File: src/rtl/irq_pkg.sv
// irq_pkg: shared FSM state type and limits for the external interrupt controller
package irq_pkg;
    typedef enum logic [1:0] {IDLE, REQ, SERVICE} irq_state_t;
    localparam int N_SRC_MAX = 16;
endpackage

File: src/rtl/prio_enc.sv
// prio_enc: lowest-index-wins priority encoder
module prio_enc #(
    parameter int N = 4,
    localparam int W = $clog2(N)
) (
    input  logic [N-1:0] req_i,
    output logic [W-1:0] sel_o,
    output logic         any_o
);
    always_comb begin
        sel_o = '0;
        for (int i = N - 1; i >= 0; i--)
            if (req_i[i]) sel_o = W'(i);
    end
    assign any_o = |req_i;
endmodule

File: src/rtl/irq_controller.sv
// irq_controller: edge-latched, masked, lowest-index-priority ExtIRQ/ExtIAck/ERet handshake
module irq_controller
    import irq_pkg::*;
#(
    parameter int               N_SRC      = 4,
    parameter logic [N_SRC-1:0] MASK_RESET = '1,
    localparam int              ID_W       = $clog2(N_SRC)
) (
    input  logic             clk_i,
    input  logic             rst_ni,
    input  logic [N_SRC-1:0] irq_src_i,
    input  logic             mask_we_i,
    input  logic [N_SRC-1:0] mask_wdata_i,
    input  logic             ext_iack_i,
    input  logic             eret_i,
    output logic             ext_irq_o,
    output logic [ID_W-1:0]  irq_id_o,
    output logic             irq_active_o,
    output logic [N_SRC-1:0] irq_pending_o,
    output logic [N_SRC-1:0] irq_mask_o
);
    irq_state_t       state_q, state_d;
    logic [N_SRC-1:0] pending_q, pending_d, src_prev_q, mask_q, mask_d, clr, eligible;
    logic [ID_W-1:0]  id_q, id_d, sel;
    logic             any;

    assign eligible = pending_q & mask_q;

    prio_enc #(.N(N_SRC)) u_enc (
        .req_i(eligible),
        .sel_o(sel),
        .any_o(any)
    );

    always_comb begin
        state_d = state_q;
        id_d    = id_q;
        clr     = '0;
        case (state_q)
            IDLE: begin
                if (any) begin
                    state_d = REQ;
                    id_d    = sel;
                end
            end
            // ERet coincident with the ack is deliberately ignored here
            REQ: begin
                if (ext_iack_i) begin
                    clr     = {{(N_SRC-1){1'b0}}, 1'b1} << id_q;
                    state_d = SERVICE;
                end
            end
            SERVICE: state_d = eret_i ? IDLE : SERVICE;
            default: state_d = IDLE;
        endcase
    end

    // a new rising edge beats the ack clear on the same bit
    assign pending_d = (pending_q & ~clr) | (irq_src_i & ~src_prev_q);
    assign mask_d    = mask_we_i ? mask_wdata_i : mask_q;

    always_ff @(posedge clk_i or negedge rst_ni) begin
        if (!rst_ni) begin
            state_q    <= IDLE;
            pending_q  <= '0;
            src_prev_q <= '0;
            mask_q     <= MASK_RESET;
            id_q       <= '0;
        end else begin
            state_q    <= state_d;
            pending_q  <= pending_d;
            src_prev_q <= irq_src_i;
            mask_q     <= mask_d;
            id_q       <= id_d;
        end
    end

    assign ext_irq_o     = state_q == REQ;
    assign irq_active_o  = state_q != IDLE;
    assign irq_id_o      = id_q;
    assign irq_pending_o = pending_q;
    assign irq_mask_o    = mask_q;
endmodule

File: config.mk
export PLATFORM = sky130hd
export DESIGN_NAME = irq_controller
export DESIGN_NICKNAME = d
export VERILOG_FILES = /design/src/rtl/irq_pkg.sv /design/src/rtl/prio_enc.sv /design/src/rtl/irq_controller.sv
export SDC_FILE = /design/constraint.sdc
export NUM_CORES = 1
export LEC_CHECK = 0
export CORE_AREA = 2 2 42 53
export CTS_BUF_LIST = sky130_fd_sc_hd__clkbuf_16
export DETAILED_ROUTE_END_ITERATION = 12
export DIE_AREA = 0 0 44 55
export HOLD_SLACK_MARGIN = 0.02
export PLACE_DENSITY_LB_ADDON = 0.1
export SLEW_MARGIN = 20
export SYNTH_ARGS = -nofsm -noshare
export SYNTH_HDL_FRONTEND = slang
export SYNTH_HIERARCHICAL = 1
export SYNTH_SLANG_ARGS = --single-unit
File: constraint.sdc
create_clock -name clk_i -period 1.4 [get_ports clk_i]
set_input_delay 0.28 -clock clk_i [delete_from_list [all_inputs] [get_ports clk_i]]
set_output_delay 0.28 -clock clk_i [all_outputs]
set_load 0.02 [all_outputs]
Word-level counts from Yosys, hierarchy flattened:

Index checks and enable logic that the tools add are counted.

* mux-type cells: 10
* bitwise logic cells: 6
* shift operators: 1
* reduce and logical (&&, ||, !) cells: 5
* eq/ne operators: 4

Operators by type and width (count)
* $mux 2: 7
* $and 4x4->4: 3
* $mux 4: 2
* $not 4->4: 2
* $pmux 2 s3: 1
* $ne 2x2->1 const B: 2
* $or 4x4->4: 1
* $reduce_and 2->1: 2
* $reduce_or 4->1: 1
* $shl 1x2->4 const A: 1
* $eq 2x1->1 const B: 1
* $eq 2x2->1 const B: 1
* $logic_not 2->1: 1
* $reduce_bool 2->1: 1

* logic and storage cells: 31
* register bits: 16
* input bits: 13

Logic depth before layout (Yosys ltp):

Gate-level depths: netlist (run 1).

* word-level depth: 6
* mapped depth: 5

Modules after synthesis:

Netlist (run 1), hierarchy kept.

By module, submodules not included
* irq_controller: area an instance 660.6 µm², times used 1, cells an instance 52
* prio_enc: area an instance 35.0 µm², times used 1, cells an instance 7

Worst setup path before layout (run 1):

OpenSTA, ideal clock, no wires.

* path kind: reg-to-reg
* from: register mask_q[0] (netlist: irq_mask_o[0])
* to: register id_q[0] (netlist: irq_id_o[0])
* clock period less this slack: 1.519 ns
* stages on the path, launching flop included: 6
* data required time: 1.272 ns
* setup time: 0.128 ns
* data arrival time: 1.391 ns
* slack: -0.119 ns
* buffers on the path: 0
* cell sequence: dfstp_2 -> and2_1 -> nor2_1 -> nand2_1 -> nor3b_2 -> mux2_1

* longest elaborated chain between the ends: 3
* elaborated cells between the ends (all ways): 4

Ends and longest elaborated chain
* start, declared: line irq_controller.sv:23 `logic [N_SRC-1:0] pending_q, pending_d, src_prev_q, mask_q, mask_d, clr, eligible;`
* start signal, assigned: line irq_controller.sv:73 `mask_q <= mask_d;`
* $and 4x4->4: line irq_controller.sv:27 `assign eligible = pending_q & mask_q;`
* named net eligible[0]: line irq_controller.sv:23
* $reduce_or 4->1: line prio_enc.sv:15 `assign any_o = |req_i;`
* named net any: line irq_controller.sv:25 `logic any;`
* $reduce_and 2->1 (no line)
* end signal, assigned: line irq_controller.sv:74 `id_q <= id_d;`
* end, declared: line irq_controller.sv:24 `logic [ID_W-1:0] id_q, id_d, sel;`

The timed path passes the listed nets, and every way through them passes these cells.
A chain may end at the register's enable or synchronous reset.

Worst setup path in the final report (run 1):

* from: register mask_q[0] (netlist: irq_mask_o[0])
* to: register id_q[1] (netlist: irq_id_o[1])

Same word-level chain as after synthesis.

==> results of run 1 <==
flip-flops by register name (all words and copies together) (netlist names):
signal and flops:
irq_id_o 2, irq_mask_o 4, irq_pending_o 4, src_prev_q 4, state_q 2
layout make-up:
type                            count  share of cell area, %
Timing Repair Buffer               33                   25.6
Multi-Input combinational cell     34                   26.3
Clock buffer                        3                   6.70
Inverter                            9                   3.01
Tap cell                           20                   2.23
Sequential cell                    16                   36.2
cells in the mapped netlist:
library cell and n:
and4bb_1 1, a21oi_1 1, nand2b_1 5, nor2_1 3, dfrtp_1 12, or2_1 1
nor2b_1 1, a21oi_2 1, and2_1 4, o221ai_1 4, inv_1 9, nor3_1 1
nor3b_2 1, a22o_1 1, dfstp_2 4, nand2_1 3, mux2_1 3, mux2_2 3
and4b_1 1
cells in the final DEF, fill, tap and decap left out, drive strengths merged:
cell	netlist	final
inv	9	9
nand2	3	3
a21oi	2	2
dfrtp	12	12
or2	1	1
dlygate4sd2	0	9
nor3	1	1
nor2b	1	1
clkdlybuf4s15	0	1
a22o	1	1
o221ai	4	4
nor2	3	3
and4bb	1	1
mux2	6	6
nand2b	5	5
clkdlybuf4s50	0	12
buf	0	10
dfstp	4	4
and2	4	4
nor3b	1	1
and4b	1	1
clkbuf	0	4
per-stage QoR:
step / setup slack (ns) / instance area, sq um
floorplan: -0.0797 / 701
global placement: -0.0601 / 1020
detailed placement: -0.0863 / 1020
CTS: -0.0473 / 1110
global route: -0.110 / 1120
finish: -0.0475 / 1120
report_power, final:
| part | internal [W] | switching [W] |
|---|---|---|
| clock network | 0.000373 | 0.000157 |
| logic | 0.000441 | 0.000389 |
| registers | 0.000571 | 0.0000855 |
| total | 0.00139 | 0.000632 |
critical path: cells and delay by family, from the launching register on:
kind	cells	cell delay (ns)
DFF	1	0.53
muxes	1	0.32
and+or+nand+nor	4	0.47
routing by layer:
layer | wire length [um] | part of all wire (%) | track usage (%)
met4 | 11 | 0.75 | 7.58
met2 | 744 | 51 | 25.7
met5 | 0 | 0 | 0
met1 | 614 | 42 | 17.1
met3 | 89 | 6.1 | 2.92
worst max-delay path by stage:
stage	end	depth (start not counted)
4_1_cts	irq_id_o[1]	5
2_1_floorplan	irq_id_o[0]	5
6_report	irq_id_o[1]	5
3_5_place_dp	ext_irq_o	2
3_3_place_gp	ext_irq_o	2
5_1_grt	irq_id_o[0]	5
kinds of logic after synthesis:
logic type             share of synthesized area [%]
AO/OA/AOI/OAI                                   8.27
buffers and inverters                           4.86
multiplexers                                    9.71
AND/OR/NAND/NOR                                 18.9
flip-flops                                      58.3
what timing repair did:
action	4_1_cts	5_1_grt
pin swaps	2	1
gates resized for setup	25	3
endpoints found under the setup margin	14	7
buffers inserted	1	1
gates cloned	0	0
==> summary.txt, run 1 <==
Status = complete, but fails checks
Failing checks = setup timing
Reg-to-Reg End = irq_id_o[1]
Layout Skew = 0.00209 ns
Critical-path cell list = and2_4 -> nor2_2 -> nand2_2 -> nor3b_4 -> mux2_4
Max Fclk = 691 MHz
Worst R2R Setup Slack = -0.05 ns
Largest cells by area after synthesis = dfrtp_1 (43%), dfstp_2 (15%), o221ai_1 (5.0%)
Port Buffer Count = 24
Post-Syn Instances = 59
H-tree depth = 1
Hold Fails Final Rpt = 0
Hold Slack = 0.366 ns
Syn_nets = 72
GR Overflow Total = 0
Critical Path Source = irq_mask_o[0]
Clock buffer depth = 2
Multi-input gate area = 295 sq um
Die width = 44 um
Worst Path Max Fanout = 3
Ys Warns = 6
I/O pin count = 25
Starting Density = 35.9%
Synthesized flop and latch total = 16
Fillers = 179
Nets = 110
Clk_lat worst skew = 0.24 ns
Reg2reg start = irq_mask_o[0]
Final Max Tran Viols = 0
Antenna viol nets, final = 0
Min-delay worst type = in2async
Largest net degree at the start of global routing = 17
R2R depth = 5
Register area = 405 sq um
Setup slack after layout = -0.0475 ns
Share of cells above drive strength 1 = 34.7%
Synthesized area per cell = 11.8 sq um
Die Y = 55 um
WP data arrival = 1.57 ns
Post-route setup TNS = -0.0866 ns
Vias in the first global route = 569
Worst-Margin Slew = 0.209 ns
Initial antenna violation count = 0
Clock root cell = clkbuf_16
Cts bufs inserted = 3
WL final = 1460 um
Critical path class = reg2reg
# diodes = 0
Drt via density = 4.74
Req. time, crit path = 1.52 ns
Max stage delay on crit path = 0.53 ns
Worst slew margin = 86.1%
Final setup viols = 2
Max Cap Violations = 0
Row cnt = 18
Synth top area share = 43.2%
DIE AREA = 0.00242 sq mm
Count of different cell masters after synthesis = 19
# DRC = 0
Gr usage total = 14.8%
VDD IR-drop max = 1.23 mV
WL/cell = 12.7 um
Startpoint Class = flip-flop
RSZ-0062 raised after global routing = true
CTS Sinks = 16
Routability cong. = 0.661
Vias post-DR = 545
TritonCTS clock tree = done
DP HPWL = 1070 um
DRT iter0 DRCs = 3
Slowest-stage cell, CP = dfstp_2
Post-route clock period utilization = 103%
Final std cells w/o fill = 115
Largest area contributor in the netlist = dfrtp_1
Pwr/cell area = 1800 mW/mm^2
First-pass GRT wire length = 2530 um
Worst setup EP type = flip-flop
Layout area overhead = 61.2%
Clock slew at reported path FFs = 0.05 ns
Cell Area, Synth = 696 sq um
Tot Pwr = 0.00202 W
Leak Pwr = 0.535 nW
Core ar. = 0.00194 sq mm
Sequential fraction of the synthesis area = 58.3%
Period minus WS final = 1.45 ns
Pre-antenna DRT Iters = 2
Post-Place Cells = 110
Core Util, Final = 57.9%
Hold_buf cts = 0
Note: power is estimated with default switching activity, not from simulation.
==> run 2, diff against run 1 <==
Settings changed: CELL_PAD_IN_SITES_DETAIL_PLACEMENT set to 0, CELL_PAD_IN_SITES_GLOBAL_PLACEMENT set to 1, CORE_AREA 2 2 42 53 to 2 2 47 60, CTS_CLUSTER_SIZE set to 28, DIE_AREA 0 0 44 55 to 0 0 49 62.
==> run 2 against run 1 <==
The run still ends with setup timing left. Utilization is 13 points lower. First-iteration DRC count rose to 4.3 times the previous value. Fmax down 0.23%. Sequential cell count unchanged. Clock skew decreased by 0.0014 ns. Worst hold slack got worse by 0.0068 ns. Register-to-register slack about the same. Wire length is 2.4% higher. Total power up 0.54%. Count of clock-buffer cells in the layout unchanged. Critical path type unchanged.
==> summary.txt, run 2 (synthesis gave the netlist of run 1 again) <==
Status = complete, but fails checks (unchanged)
Failing checks = setup timing (unchanged)
Hold_buf cts = 0 (unchanged)
Post-CTS Setup Inserts = 0 (was 1)
Clk_lat worst skew = 0.24 ns (about the same)
R2R depth = 5 (unchanged)
Critical Path Sink = irq_id_o[1] (unchanged)
I/O pin count = 25 (unchanged)
VDD IR-drop max = 0.880 mV (was 1.23 mV)
WL final = 1490 um (was 1460 um)
Post-route clock period utilization = 104% (was 103%)
Initial antenna violation count = 0 (unchanged)
TritonCTS clock tree = done (unchanged)
Max stage delay on crit path = 0.54 ns (was 0.53 ns)
Nets = 108 (was 110)
Hold Fails Final Rpt = 0 (unchanged)
Most frequent cells in the layout = clkdlybuf4s50_1 (12), dfrtp_1 (12), inv_1 (9) (was clkdlybuf4s50_1 (12), dfrtp_1 (12), inv_1 (9), dlygate4sd2_1 (9), buf_4 (9))
Startpoint Class = flip-flop (unchanged)
Gr usage total = 11.2% (was 14.8%)
GR Overflow Total = 0 (unchanged)
Critical path class = reg2reg (unchanged)
Worst-Margin Slew = 0.214 ns (was 0.209 ns)
Slowest-stage cell, CP = dfstp_2 (unchanged)
RSZ-0062 raised after global routing = true (unchanged)
Routability cong. = 0.604 (was 0.661)
Port Buffer Count = 24 (unchanged)
Pwr/cell area = 1790 mW/mm^2 (was 1800 mW/mm^2)
DP HPWL = 1150 um (was 1070 um)
Worst Path Max Fanout = 3 (unchanged)
# diodes = 0 (unchanged)
DRT iter0 DRCs = 13 (was 3)
First-pass GRT wire length = 2460 um (was 2530 um)
Drt via density = 4.43 (was 4.74)
# DRC = 0 (unchanged)
Row cnt = 21 (was 18)
Min-delay worst type = in2async (unchanged)
Vias post-DR = 567 (was 545)
Layout area overhead = 63.0% (was 61.2%)
Share of cells above drive strength 1 = 31.9% (was 34.7%)
Final setup viols = 2 (unchanged)
Clock root cell = clkbuf_16 (unchanged)
Final Max Tran Viols = 0 (unchanged)
Layout Skew = 0.000694 ns (was 0.00209 ns)
Largest net degree at the start of global routing = 17 (unchanged)
Worst slew margin = 85.8% (was 86.1%)
Req. time, crit path = 1.53 ns (was 1.52 ns)
Period minus WS final = 1.45 ns (about the same)
Hold Slack = 0.360 ns (was 0.366 ns)
Reg2reg start = irq_mask_o[3] (was irq_mask_o[0])
Worst R2R Setup Slack = -0.05 ns (about the same)
Max Fclk = 689 MHz (was 691 MHz)
Reg-to-Reg End = irq_id_o[1] (unchanged)
Clock slew at reported path FFs = 0.05 ns (about the same)
WP data arrival = 1.58 ns (was 1.57 ns)
Buffers & Inverters on Critical Path = 0 (unchanged)
Max Cap Violations = 0 (unchanged)
Pre-antenna DRT Iters = 4 (was 2)
H-tree depth = 1 (unchanged)
Critical-path cell list = and2_4 -> nor2_4 -> nand2_2 -> nor3b_4 -> mux2_4 (was and2_4 -> nor2_2 -> nand2_2 -> nor3b_4 -> mux2_4)
Core ar. = 0.00255 sq mm (was 0.00194 sq mm)
WL/cell = 11.7 um (was 12.7 um)
Fillers = 266 (was 179)
Die width = 49 um (was 44 um)
DIE AREA = 0.00304 sq mm (was 0.00242 sq mm)
Critical Path Source = irq_mask_o[3] (was irq_mask_o[0])
Cts bufs inserted = 3 (unchanged)
Family with the most delay on the worst path = flip-flops (unchanged)
Antenna viol nets, final = 0 (unchanged)
Clock buffer depth = 2 (unchanged)
Starting Density = 27.3% (was 35.9%)
Core Util, Final = 44.5% (was 57.9%)
CTS Sinks = 16 (unchanged)
Worst setup EP type = flip-flop (unchanged)
Setup slack after layout = -0.0508 ns (was -0.0475 ns)
Leak Pwr = 0.526 nW (was 0.535 nW)
Critical path depth in cells = 5 (unchanged)
Die Y = 62 um (was 55 um)
Vias in the first global route = 568 (was 569)
run 2: changes by cell type in the layout (fill, tap and decap cells not counted):
cell / before / now
buf_4: 9 / 7
clkbuf_2: 1 / 0
clkdlybuf4s15_1: 1 / 3
clkdlybuf4s15_2: 0 / 1
clkinv_1: 0 / 1
dlygate4sd2_1: 9 / 7
nor2_1: 1 / 2
nor2_2: 1 / 0
run 2: report_power, final:
part / internal [W] / leakage (nW) / total [W] / switching, W
logic: 0.000442 / 0.312 / 0.000826 / 0.000384
registers: 0.000571 / 0.175 / 0.000653 / 0.0000817
clock network: 0.000379 / 0.0385 / 0.000550 / 0.000171
total: 0.00139 / 0.526 / 0.00203 / 0.000637
run 2: area by class of cell:
type | instances | area [sq um] | area share (%)
clock inverter | 1 | 3.75 | 0.331
sequential | 16 | 405 | 35.8
inverter | 9 | 33.8 | 2.98
timing repair buffer | 31 | 280 | 24.7
multi-input combinational | 34 | 293 | 25.8
clock buffer | 3 | 75.1 | 6.62
tap | 34 | 42.5 | 3.75
run 2: worst min path at each step:
stage	end	depth (start not counted)
floorplan	irq_id_o[0]	0
global placement	irq_pending_o[2]	1
detailed placement	irq_pending_o[3]	1
CTS	irq_id_o[0]	2
global route	src_prev_q[2]	2
finish	src_prev_q[1]	2
run 2: timing repair:
action,in CTS,in global routing
gates resized for setup,25,4
endpoints found under the setup margin,14,7
pin swaps,2,0
run 2: routing by layer:
metal | routed length (um) | GRT usage (%)
met5 | 0 | 0
met4 | 25 | 7.35
met3 | 58 | 2.39
met2 | 761 | 19.8
met1 | 648 | 12.5
run 2: through the flow:
| step | TNS, ns | cell area (sq um) | setup WS (ns) | cells | power [W] |
|---|---|---|---|---|---|
| after floorplan | -0.159 | 701 | -0.0797 | 59 | 0.00107 |
| after global placement | -0.140 | 1040 | -0.0415 | 124 | 0.00148 |
| after detailed placement | -0.191 | 1040 | -0.0643 | 124 | 0.00147 |
| after CTS | -0.123 | 1130 | -0.0622 | 128 | 0.00206 |
| after global routing | -0.225 | 1130 | -0.104 | 128 | 0.00215 |
| final | -0.101 | 1130 | -0.0508 | 128 | 0.00203 |
==> run 3, diff against run 2 <==
Settings changed: CORE_AREA 2 2 47 60 to 2 2 41 52, DIE_AREA 0 0 49 62 to 0 0 43 54, DONT_BUFFER_PORTS set to 1.
==> run 3 against run 2 <==
The run still ends with setup timing left. Utilization rose by 5.0 points. Register-to-register slack lost 0.02 ns. Highest routed layer unchanged. Clock skew up 0.0042 ns. Global-route usage rose by 2.7 points. Worst hold slack got worse by 0.30 ns. Total power is 7.8% lower. Setup slack lost 0.016 ns. Critical path type unchanged. Fmax fell by 1.1%. Sequential share of layout area up 7.6 points. Via count is 14% lower.
==> summary.txt, run 3 (synthesis gave the netlist of run 1 again) <==
Core ar. = 0.00189 sq mm (was 0.00255 sq mm)
Drt via density = 5.09 (was 4.43)
Placed Area = 801 sq um (was 0.00104 sq mm)
CTS Sinks = 16 (unchanged)
Final std cells w/o fill = 96 (was 128)
Post-route setup TNS = -0.132 ns (was -0.101 ns)
Clock buffer depth = 2 (unchanged)
DP HPWL = 986 um (was 1150 um)
R2R depth = 5 (unchanged)
Clk_lat worst skew = 0.24 ns (about the same)
Final Cell Area = 936 sq um (was 0.00113 sq mm)
# diodes = 0 (unchanged)
Worst-Margin Slew = 0.728 ns (was 0.214 ns)
First-pass GRT wire length = 2300 um (was 2460 um)
Min-delay worst type = in2reg (was in2async)
Critical path class = reg2reg (unchanged)
WL/cell = 14.3 um (was 11.7 um)
GR Overflow Total = 0 (unchanged)
Status = complete, but fails checks (unchanged)
Port Buffer Count = 0 (was 24)
Starting Density = 36.8% (was 27.3%)
Vias post-DR = 489 (was 567)
Hold Slack = 0.0614 ns (was 0.360 ns)
# DRC = 0 (unchanged)
DRT iter0 DRCs = 4 (was 13)
Die width = 43 um (was 49 um)
Layout area overhead = 34.5% (was 63.0%)
VDD IR-drop max = 0.788 mV (was 0.880 mV)
Antenna viol nets, final = 0 (unchanged)
Post-place setup slack = -0.0709 ns (was -0.0643 ns)
Setup slack after layout = -0.0672 ns (was -0.0508 ns)
Share of cells above drive strength 1 = 43.4% (was 31.9%)
Fillers = 190 (was 266)
WP data arrival = 1.60 ns (was 1.58 ns)
Req. time, crit path = 1.53 ns (about the same)
Final setup viols = 2 (unchanged)
Row cnt = 18 (was 21)
Clock slew at reported path FFs = 0.05 ns (about the same)
Post-route clock period utilization = 105% (was 104%)
Max Cap Violations = 0 (unchanged)
Initial antenna violation count = 0 (unchanged)
Cts bufs inserted = 3 (unchanged)
Worst Path Max Fanout = 2 (was 3)
RSZ-0062 raised after global routing = true (unchanged)
Worst slew margin = 51.3% (was 85.8%)
Vias in the first global route = 552 (was 568)
WL final = 1370 um (was 1490 um)
H-tree depth = 1 (unchanged)
Post-Place Cells = 89 (was 124)
Routability cong. = 0.710 (was 0.604)
TritonCTS clock tree = done (unchanged)
Startpoint Class = flip-flop (unchanged)
DIE AREA = 0.00232 sq mm (was 0.00304 sq mm)
Largest net degree at the start of global routing = 17 (unchanged)
Max Fclk = 682 MHz (was 689 MHz)
Die Y = 54 um (was 62 um)
Gr usage total = 13.8% (was 11.2%)
Worst setup EP type = flip-flop (unchanged)
Leak Pwr = 0.457 nW (was 0.526 nW)
Final Max Tran Viols = 0 (unchanged)
Nets = 90 (was 108)
Hold Fails Final Rpt = 0 (unchanged)
Pwr/cell area = 2000 mW/mm^2 (was 1790 mW/mm^2)
Hold Path Depth = 0
Clock root cell = clkbuf_16 (unchanged)
Failing checks = setup timing (unchanged)
Pre-antenna DRT Iters = 3 (was 4)
Layout Skew = 0.00492 ns (was 0.000694 ns)
Period minus WS final = 1.47 ns (was 1.45 ns)
Most frequent cells in the layout = dfrtp_1 (12), buf_4 (12), inv_1 (10) (was clkdlybuf4s50_1 (12), dfrtp_1 (12), inv_1 (9))
I/O pin count = 25 (unchanged)
-- run 3: cell types whose count changed in the layout (fill, tap and decap cells not counted), moves of 3 or more --
cell / before / now
buf_4: 7 / 12
dlygate4sd2_1: 7 / 0
clkdlybuf4s15_1: 3 / 0
clkdlybuf4s50_1: 12 / 0
-- run 3: final timing paths --
path	startpoint	to	slack [ns]
min	irq_src_i[0]	src_prev_q[0]	0.06
max reg2reg	irq_mask_o[3]	irq_id_o[0]	-0.07
min in group asynchronous	rst_ni	irq_pending_o[0]	0.54
max in group asynchronous	rst_ni	irq_pending_o[3]	0.40
max	irq_mask_o[3]	irq_id_o[0]	-0.07
min reg2reg	src_prev_q[3]	irq_pending_o[3]	0.47
-- run 3: power by group --
part	switching, W	leakage (nW)	internal [W]
Sequential	0.000152	0.175	0.000570
Clock	0.000166	0.0423	0.000378
Combinational	0.000284	0.240	0.000321
Total	0.000602	0.457	0.00127
-- run 3: critical path, cell delays in order, from the launching register on --
cell     delay (ns)
dfstp_2        0.52
and2_4         0.15
nor2_4         0.04
nand2_2        0.07
nor3b_4        0.24
mux2_4         0.32
-- run 3: cell type report --
| cell class | count | area, sq um | share of cell area [%] |
|---|---|---|---|
| Inverter | 9 | 33.8 | 3.61 |
| Clock buffer | 3 | 75.1 | 8.02 |
| Sequential cell | 16 | 405 | 43.3 |
| Timing Repair Buffer | 13 | 100 | 10.7 |
| Multi-Input combinational cell | 34 | 293 | 31.3 |
| Clock inverter | 1 | 3.75 | 0.401 |
| Tap cell | 20 | 25.0 | 2.67 |
-- run 3: metrics by stage --
stage          power (W)  utilization, %
2_1_floorplan    0.00107               -
3_3_place_gp     0.00122            42.3
3_5_place_dp     0.00122            42.3
4_1_cts          0.00190            49.1
5_1_grt          0.00199            49.5
6_report         0.00187            49.5
-- run 3: per-layer routing --
metal / global-route usage, % / wire length (um) / vias up
met1: 15.8 / 569 / 237
li1: - / - / 233
met4: 9.09 / 13 / 0
met5: 0 / 0 / -
met3: 4.03 / 87 / 2
met2: 22.7 / 699 / 17
-- run 3: repair_timing --
item | CTS | global route
setup endpoints to repair | 3 | 3
buffers inserted | 1 | 1
pin swaps | 5 | 0
endpoints found under the hold margin | 16 | 0
hold buffers | 1 | 0
gates resized for setup | 9 | 0
